<file path="config.mk">
export PLATFORM = sky130hd
export DESIGN_NAME = cordic_rr_scheduler_flat
export DESIGN_NICKNAME = d
export VERILOG_FILES = /design/src/rtl/cordic_pkg.sv /design/src/rtl/cordic_rr_scheduler_if.sv /design/src/rtl/rr_arbiter.sv /design/src/rtl/cordic_rr_scheduler.sv /design/src/flat_wrapper.sv
export SDC_FILE = /design/constraint.sdc
export NUM_CORES = 1
export LEC_CHECK = 0
export ABC_AREA = 1
export CAP_MARGIN = 20
export CELL_PAD_IN_SITES_DETAIL_PLACEMENT = 0
export CELL_PAD_IN_SITES_GLOBAL_PLACEMENT = 1
export CORE_AREA = 2 2 245 247
export CTS_CLUSTER_SIZE = 8
export DETAILED_ROUTE_END_ITERATION = 6
export DIE_AREA = 0 0 247 249
export PLACE_DENSITY_LB_ADDON = 0.1
export SETUP_SLACK_MARGIN = 0.4
export SLEW_MARGIN = 20
export SYNTH_ARGS = -nofsm -noshare
export SYNTH_HDL_FRONTEND = slang
export SYNTH_SLANG_ARGS = --single-unit
</file>
<file path="constraint.sdc">
create_clock -name clk -period 5.8 [get_ports clk]
set_input_delay 1.16 -clock clk [delete_from_list [all_inputs] [get_ports clk]]
set_output_delay 1.16 -clock clk [all_outputs]
set_load 0.02 [all_outputs]
</file>
<file path="src/rtl/cordic_pkg.sv">
// Shared constants and types for the CORDIC rotator and its request scheduler.
// All data values are signed Q16.16.
package cordic_pkg;

  localparam int CORDIC_DW   = 32;
  localparam int CORDIC_LAT  = 17;
  localparam int CORDIC_FRAC = 16;

  // 1/gain pre-scale and pi/4, both in Q16.16
  localparam logic signed [31:0] K_Q16   = 32'sd39797;
  localparam logic signed [31:0] PI4_Q16 = 32'sd51471;

  // Tag field is sized for the largest supported requester count (8)
  localparam int MAX_NREQ  = 8;
  localparam int TAG_MAX_W = $clog2(MAX_NREQ);

  typedef struct packed {
    logic                 valid;
    logic [TAG_MAX_W-1:0] tag;
  } tag_entry_t;

endpackage

</file>
<file path="src/rtl/cordic_rr_scheduler_if.sv">
// Requester, core and response signals of the CORDIC scheduler.
// The scheduler is the slave; clients and core model sit on the master side.
interface cordic_rr_scheduler_if #(
  parameter int NREQ = 4,
  parameter int DW   = 32
);

  logic [NREQ-1:0]    req;
  logic [NREQ*DW-1:0] req_x;
  logic [NREQ*DW-1:0] req_y;
  logic [NREQ*DW-1:0] req_z;
  logic [NREQ-1:0]    gnt;
  logic [DW-1:0]      core_x0;
  logic [DW-1:0]      core_y0;
  logic [DW-1:0]      core_z0;
  logic [DW-1:0]      core_X;
  logic [DW-1:0]      core_Y;
  logic [NREQ-1:0]    rsp_valid;
  logic [DW-1:0]      rsp_x;
  logic [DW-1:0]      rsp_y;
  logic               busy;

  modport master (
    output req, req_x, req_y, req_z, core_X, core_Y,
    input  gnt, core_x0, core_y0, core_z0, rsp_valid, rsp_x, rsp_y, busy
  );

  modport slave (
    input  req, req_x, req_y, req_z, core_X, core_Y,
    output gnt, core_x0, core_y0, core_z0, rsp_valid, rsp_x, rsp_y, busy
  );

endinterface

</file>
<file path="src/rtl/rr_arbiter.sv">
// Combinational round-robin arbiter: grants the first asserted request found
// after the last-granted index (ptr), wrapping modulo NREQ.
module rr_arbiter #(
  parameter int NREQ  = 4,
  parameter int TAG_W = $clog2(NREQ)
) (
  input  logic [NREQ-1:0]  req,
  input  logic [TAG_W-1:0] ptr,
  output logic [NREQ-1:0]  gnt,
  output logic [TAG_W-1:0] idx
);

  logic             found;
  logic [TAG_W-1:0] cand;

  always_comb begin
    gnt   = '0;
    idx   = '0;
    found = 1'b0;
    cand  = '0;
    for (int i = 1; i <= NREQ; i++) begin
      cand = TAG_W'((int'(ptr) + i) % NREQ);
      if (!found && req[cand]) begin
        found     = 1'b1;
        gnt[cand] = 1'b1;
        idx       = cand;
      end
    end
  end

endmodule

</file>
<file path="src/rtl/cordic_rr_scheduler.sv">
// Shares one fixed-latency CORDIC rotator between NREQ requesters: one issue per
// cycle, a tag/valid pipe steers each result back to the requester that issued it.
module cordic_rr_scheduler
  import cordic_pkg::*;
#(
  parameter int  NREQ     = 4,
  parameter int  DW       = CORDIC_DW,
  parameter int  CORE_LAT = CORDIC_LAT,
  localparam int TAG_W    = $clog2(NREQ)
) (
  input logic                  clk,
  input logic                  rst,
  cordic_rr_scheduler_if.slave bus
);

  logic [NREQ-1:0]  arb_gnt;
  logic [NREQ-1:0]  gnt;
  logic [TAG_W-1:0] arb_idx;
  logic             issue;
  logic             busy;

  logic [TAG_W-1:0] ptr_q, ptr_d;
  logic [DW-1:0]    core_x0_q, core_x0_d;
  logic [DW-1:0]    core_y0_q, core_y0_d;
  logic [DW-1:0]    core_z0_q, core_z0_d;

  // One entry per cycle of flight; the last stage lines up with the core output
  tag_entry_t tag_pipe_q [CORE_LAT+1];
  tag_entry_t tag_pipe_d [CORE_LAT+1];

  rr_arbiter #(
    .NREQ  (NREQ),
    .TAG_W (TAG_W)
  ) u_arb (
    .req (bus.req),
    .ptr (ptr_q),
    .gnt (arb_gnt),
    .idx (arb_idx)
  );

  // Reset suppresses any grant in the same cycle
  always_comb begin
    gnt       = rst ? '0 : arb_gnt;
    issue     = |gnt;
    ptr_d     = issue ? arb_idx : ptr_q;
    core_x0_d = issue ? bus.req_x[arb_idx*DW +: DW] : core_x0_q;
    core_y0_d = issue ? bus.req_y[arb_idx*DW +: DW] : core_y0_q;
    core_z0_d = issue ? bus.req_z[arb_idx*DW +: DW] : core_z0_q;
    tag_pipe_d[0].valid = issue;
    tag_pipe_d[0].tag   = TAG_MAX_W'(arb_idx);
    for (int i = 1; i <= CORE_LAT; i++) begin
      tag_pipe_d[i] = tag_pipe_q[i-1];
    end
  end

  always_comb begin
    busy = 1'b0;
    for (int i = 0; i <= CORE_LAT; i++) begin
      busy = busy | tag_pipe_q[i].valid;
    end
  end

  always_ff @(posedge clk) begin
    if (rst) begin
      ptr_q     <= TAG_W'(NREQ - 1);
      core_x0_q <= '0;
      core_y0_q <= '0;
      core_z0_q <= '0;
      for (int i = 0; i <= CORE_LAT; i++) begin
        tag_pipe_q[i] <= '0;
      end
    end else begin
      ptr_q     <= ptr_d;
      core_x0_q <= core_x0_d;
      core_y0_q <= core_y0_d;
      core_z0_q <= core_z0_d;
      for (int i = 0; i <= CORE_LAT; i++) begin
        tag_pipe_q[i] <= tag_pipe_d[i];
      end
    end
  end

  assign bus.gnt       = gnt;
  assign bus.core_x0   = core_x0_q;
  assign bus.core_y0   = core_y0_q;
  assign bus.core_z0   = core_z0_q;
  assign bus.rsp_valid = tag_pipe_q[CORE_LAT].valid ?
                         (NREQ'(1) << tag_pipe_q[CORE_LAT].tag) : '0;
  assign bus.rsp_x     = bus.core_X;
  assign bus.rsp_y     = bus.core_Y;
  assign bus.busy      = busy;

endmodule

</file>
<file path="src/flat_wrapper.sv">
// flat-port wrapper written by rule: the top's interface ports become plain ports
module cordic_rr_scheduler_flat import cordic_pkg::*;
#(
  parameter int  NREQ     = 4,
  parameter int  DW       = CORDIC_DW,
  parameter int  CORE_LAT = CORDIC_LAT,
  localparam int TAG_W    = $clog2(NREQ)
)
  (clk, rst, bus_req, bus_req_x, bus_req_y, bus_req_z, bus_core_X, bus_core_Y, bus_gnt, bus_core_x0, bus_core_y0, bus_core_z0, bus_rsp_valid, bus_rsp_x, bus_rsp_y, bus_busy);
  cordic_rr_scheduler_if #(.NREQ(NREQ), .DW(DW)) bus_i ();
  input logic clk;
  input logic rst;
  input wire logic [$bits(bus_i.req)-1:0] bus_req;
  input wire logic [$bits(bus_i.req_x)-1:0] bus_req_x;
  input wire logic [$bits(bus_i.req_y)-1:0] bus_req_y;
  input wire logic [$bits(bus_i.req_z)-1:0] bus_req_z;
  input wire logic [$bits(bus_i.core_X)-1:0] bus_core_X;
  input wire logic [$bits(bus_i.core_Y)-1:0] bus_core_Y;
  output wire logic [$bits(bus_i.gnt)-1:0] bus_gnt;
  output wire logic [$bits(bus_i.core_x0)-1:0] bus_core_x0;
  output wire logic [$bits(bus_i.core_y0)-1:0] bus_core_y0;
  output wire logic [$bits(bus_i.core_z0)-1:0] bus_core_z0;
  output wire logic [$bits(bus_i.rsp_valid)-1:0] bus_rsp_valid;
  output wire logic [$bits(bus_i.rsp_x)-1:0] bus_rsp_x;
  output wire logic [$bits(bus_i.rsp_y)-1:0] bus_rsp_y;
  output wire logic [$bits(bus_i.busy)-1:0] bus_busy;
  assign bus_i.req = bus_req;
  assign bus_i.req_x = bus_req_x;
  assign bus_i.req_y = bus_req_y;
  assign bus_i.req_z = bus_req_z;
  assign bus_i.core_X = bus_core_X;
  assign bus_i.core_Y = bus_core_Y;
  assign bus_gnt = bus_i.gnt;
  assign bus_core_x0 = bus_i.core_x0;
  assign bus_core_y0 = bus_i.core_y0;
  assign bus_core_z0 = bus_i.core_z0;
  assign bus_rsp_valid = bus_i.rsp_valid;
  assign bus_rsp_x = bus_i.rsp_x;
  assign bus_rsp_y = bus_i.rsp_y;
  assign bus_busy = bus_i.busy;
  cordic_rr_scheduler #(.NREQ(NREQ), .DW(DW), .CORE_LAT(CORE_LAT)) u_core (.clk(clk), .rst(rst), .bus(bus_i));
endmodule
</file>
== Yosys cells after proc, flatten, opt, wreduce, memory -nomap -nowiden ==
Memory sizes are Yosys's and may differ from the RTL's.
Cells that the tools add are included.
Storage, ports and cells
  register bits after elaboration: 98
  latch bits: 0
  bits in writable memories: 72
  ROM bits: 0
  output and inout bits: 169
  word-level logic and storage cells: 120
  memories: 1
Memories
  u_core.tag_pipe_q: depth 18, width 4, read ports 18, clocked after memory_dff 0, wr ports 18, RTL line cordic_rr_scheduler.sv:28  | tag_entry_t tag_pipe_q [CORE_LAT+1];
Cells by class
  add/sub/neg operators: 4
  multiply operators: 0
  divide/modulo/power cells: 0
  $lt $le $gt $ge: 8
  equality and inequality tests: 0
  shift operators: 4
  multiplexer cells: 50
  bitwise gates (word level): 38
  reduce and logical (&&, ||, !) cells: 11
Operators by type and width (count)
  variable part select 128 x 8 -> 32 bit: 3
  two-way mux 4 bit: 24
  OR 1 bit: 35
  two-way mux 1 bit: 14
  < comparator 2 x 3 -> 1 bit (second input constant): 4
  OR 4 bit: 3
  binary-select mux 1 bit (select 2 bit): 4
  demux 1 bit (select 2 bit): 4
  >= comparator 2 x 1 -> 1 bit (second input constant): 4
  two-way mux 2 bit: 4
  logical AND 1 bit: 7
  adder 2 x 1 -> 2 bit (second input constant): 2
  adder 2 bit (second input constant): 2
  OR reduction 4 bit: 1
  << shifter 1 x 3 -> 4 bit (first input constant): 1
  zero test 1 bit: 3

== Depth between registers and ports, before layout ==
An unclocked memory read counts as a cell.
  word-level depth: 18
  mapped depth: 19
  depth with buffers taken out: 17

== Hierarchy ==
From an unflattened synthesis, not the netlist that was laid out.
Unflattened totals
  cells, all modules: 2091
  area total of the unflattened synthesis: 11334.6 um^2
Modules (own cells, without submodules)
  cordic_rr_scheduler: instances 1, cells each 2006, area each 10799.1 um^2, seq. area each 3042.9 um^2
  rr_arbiter: instances 1, cells each 85, area each 535.5 um^2, seq. area each 0.0 um^2

== Worst setup path before layout ==
Ideal clock, no wire load.
  path type: input to output
  start point: input port bus_req[2]
  end point: output port bus_gnt[1]
  arrival: 2027 ps
  required time: 4640 ps
  setup slack: 2613 ps
  stages on the path: 9
  path buffers: 0
  cells stage by stage: inv_1 -> nand2_1 -> nand3_2 -> nand2_4 -> nor2_8 -> nand3_1 -> nand3_1 -> nand2_1 -> inv_1
On the way
  longest elaborated chain between the ends: 13
  elaborated cells on any way between the ends: 25
Ends and longest elaborated chain
  start, declared: RTL line flat_wrapper.sv:13  | input wire logic [$bits(bus_i.req)-1:0] bus_req;
  binary-select mux 1 bit (select 2 bit): RTL line rr_arbiter.sv:23  | if (!found && req[cand]) begin
  two-way mux 1 bit (not written as such): RTL line rr_arbiter.sv:23
  two-way mux 1 bit: RTL line rr_arbiter.sv:23
  zero test 1 bit: RTL line rr_arbiter.sv:23
  logical AND 1 bit: RTL line rr_arbiter.sv:23
  two-way mux 1 bit: RTL line rr_arbiter.sv:23
  zero test 1 bit: RTL line rr_arbiter.sv:23
  logical AND 1 bit: RTL line rr_arbiter.sv:23
  two-way mux 1 bit: RTL line rr_arbiter.sv:23
  zero test 1 bit: RTL line rr_arbiter.sv:23
  logical AND 1 bit: RTL line rr_arbiter.sv:23
  two-way mux 4 bit (*): RTL line rr_arbiter.sv:23
  two-way mux 4 bit (*): RTL line cordic_rr_scheduler.sv:43  | gnt = rst ? '0 : arb_gnt;
  end, declared: RTL line flat_wrapper.sv:19  | output wire logic [$bits(bus_i.gnt)-1:0] bus_gnt;
Every way passes the cells marked *; elsewhere a longest branch is shown, timed or not. The select of a mux whose other input is x is not followed.

== Worst setup path in the final report ==
  start point: input port bus_req[0]
  end point: output port bus_gnt[0]
Same word-level chain as after synthesis.

==> impl_results.md <==
- Synth warn: 0
- CP Capture Type: output pin
- Hold Vio Cnt, Final: 0
- Ranking of synthesized cells by area: nand2_1 38%, dfxtp_1 30%, nor2_1 9.0%, buf_4 6.1%, inv_1 5.9%
- Area growth syn-to-layout: 55.77%
- Post-Place Setup Slack: 1423 ps
- Post-CTS setup buffer count: 0
- Crit start category: input pin
- Post-synthesis sequential area ratio: 0.2982
- Max Cap Viol: 0
- Distinct cells, synth: 26
- Final Non-Filler Cells: 3025
- Most frequent cells in the layout: 1026 x nand2_1, 493 x clkdlybuf4s50_1, 245 x nor2_1
- Clock transition at path regs: 70 ps
- Vias post-DR: 11700
- P per Cell Area: 633.2 nW/um^2
- Final critical-path share of the clock period: 0.7611
- H-tree depth: 4
- Hold WC Path Type: flop to flop
- Slew Limit Fails: 0
- Die width: 247 um
- Final routed wire length divided by cell count: 15.29 um
- Setup_tns: 0 ps
- Avg Cell Area, Syn: 5.430 sq um
- # setup viols final: 0
- TritonCTS buffer count: 17
- Minimum clock period: 4415 ps
- Core area: 58690 sq um
- Slew @ Worst Pin: 1077 ps
- Worst setup margin: 1385 ps
- Worst vdd ir: 0.0005391 V
- Syn nets: 2341
- Nets: 2699
- IO Pins: 623
- Most common cell after layout, fill and taps aside: nand2_1
- Worst EP required: 4640 ps
- Total clock sinks: 152
- #FFs+latches synth: 152
- Syn Inst Count: 1879
- Share of layout cells above drive strength 1: 0.02978
- Final WL: 46260 um
- Starting Density: 0.1739
- Slew headroom: 0.2821
- Drt first-iter violations: 387
- Worst Skew: 7.200 ps
- Clock Latency Late Sink: 470 ps
- Detail Placement HPWL: 34210 um
- WP data arrival: 3250 ps
- CP Class: input pin to output pin
- Global Route Usage Sum: 0.1505
- GR Overflow Total: 0
- Status: completed
- Largest net degree at the start of global routing: 194
- TritonRoute pass-1 iters: 4
- PostCTS Resize Cnt: 0
- Final GP Congestion: 0.7834
- Clock root buffer: clkbuf_16
- Synth area leader: nand2_1
- DRC Markers: 0
- First-pass GRT wire length: 70340 um
- Die Height: 249 um
- Row Count: 89
- Max Fclk: 226.5 MHz
- Input/output buffers: 494
- RSZ-0062 raised after global routing: false
- Total power: 10060 uW
- Hold wc startpoint: u_core.tag_pipe_q[0][56]
- DIE AREA: 61500 sq um
- Initial antenna violation count: 2
- RR Startpoint: u_core.ptr_q[1]
- TritonCTS clock tree: built
- Maximum fanout along the worst path: 7
- Post-placement cell count: 2991
- Hold_buf cts: 0
- Synth top area share: 0.3778
- CP startpoint: bus_req[0]
- Max clock buf depth: 2
- Vias per Instance: 3.868
- Leak: 0.007814 uW
- Post-route ant nets: 0
- Mapped Area: 10200 sq um
- Vias in the first global route: 11962
==> final timing paths <==
path / end / slack [ps] / cells after the start
min: u_core.tag_pipe_q[0][60] / 400 / 2
max reg2reg: u_core.bus.core_x0[21] / 2220 / 17
max: bus_gnt[0] / 1390 / 11
min reg2reg: u_core.tag_pipe_q[0][60] / 400 / 2
==> area by class of cell <==
type,instances,area [sq um]
fill,6673,42790
multi-input combinational,1395,5550
timing repair buffer,507,5075
sequential,152,3043
tap,773,967.2
inverter,164,625.6
clock buffer,17,425.4
clock inverter,15,202.7
antenna,2,5.005
==> power breakdown <==
group | leakage, uW | internal, uW | switching [uW] | total, uW
clock | 0.000304 | 696 | 546 | 1240
sequential | 0.00125 | 1330 | 135 | 1460
combinational | 0.00626 | 2400 | 4960 | 7360
total | 0.00781 | 4430 | 5640 | 10100
==> stage by stage <==
| stage | util | hold WS (ps) | instance area, sq um |
|---|---|---|---|
| floorplan | - | 388.3 | 10200 |
| global placement | 0.2600 | 389.3 | 15260 |
| detailed placement | 0.2600 | 392.0 | 15260 |
| CTS | 0.2708 | 401.9 | 15890 |
| global route | 0.2708 | 415.7 | 15890 |
| finish | 0.2708 | 400.0 | 15890 |
==> critical path, cell delays in order <==
cell and delay (ps):
clkdlybuf4s50_1 450, inv_1 70, nand2_1 70, nand3_1 120
nand2_2 110, nor2_2 230, nand3_1 150, nand3_1 130
nand2_1 80, inv_1 90, clkdlybuf4s50_1 600
==> registers in the layout, indices dropped and copies added (netlist names) <==
signal              count
u_core.bus.core_x0     32
u_core.bus.core_y0     32
u_core.bus.core_z0     32
u_core.ptr_q            2
u_core.tag_pipe_q      54
==> synthesized netlist by cell type <==
cell,count
buf_1,15
buf_6,2
nor2_4,3
nor2_8,1
clkbuf_1,25
nand3_1,81
nand2_1,1027
nor4_1,3
nand4_1,2
buf_2,43
o21ai_0,2
ha_1,8
nand2_2,5
a21oi_1,2
nand3_2,2
dfxtp_1,152
a21boi_0,2
inv_1,161
nand4_2,1
nor2_1,245
nor3_1,5
inv_2,3
nand2_4,1
nor2_2,3
buf_4,83
a21boi_1,2
==> per-layer routing <==
layer  share of wire  up-vias  track usage
met5               0        -            0
li1                -     6167            -
met4           0.017        0      0.04251
met1            0.40     5170       0.1637
met3           0.081       38      0.05667
met2            0.50      325       0.2695
==> cell families after synthesis <==
| family | after synthesis | synth area share |
|---|---|---|
| AO/OA/AOI/OAI | 8 | 0.004904 |
| buffers and inverters | 332 | 0.1594 |
| adder cells (fa/ha/maj) | 8 | 0.009810 |
| flip-flops | 152 | 0.2982 |
| AND/OR/NAND/NOR | 1379 | 0.5277 |
No activity file was read; power rests on OpenSTA's default activity.
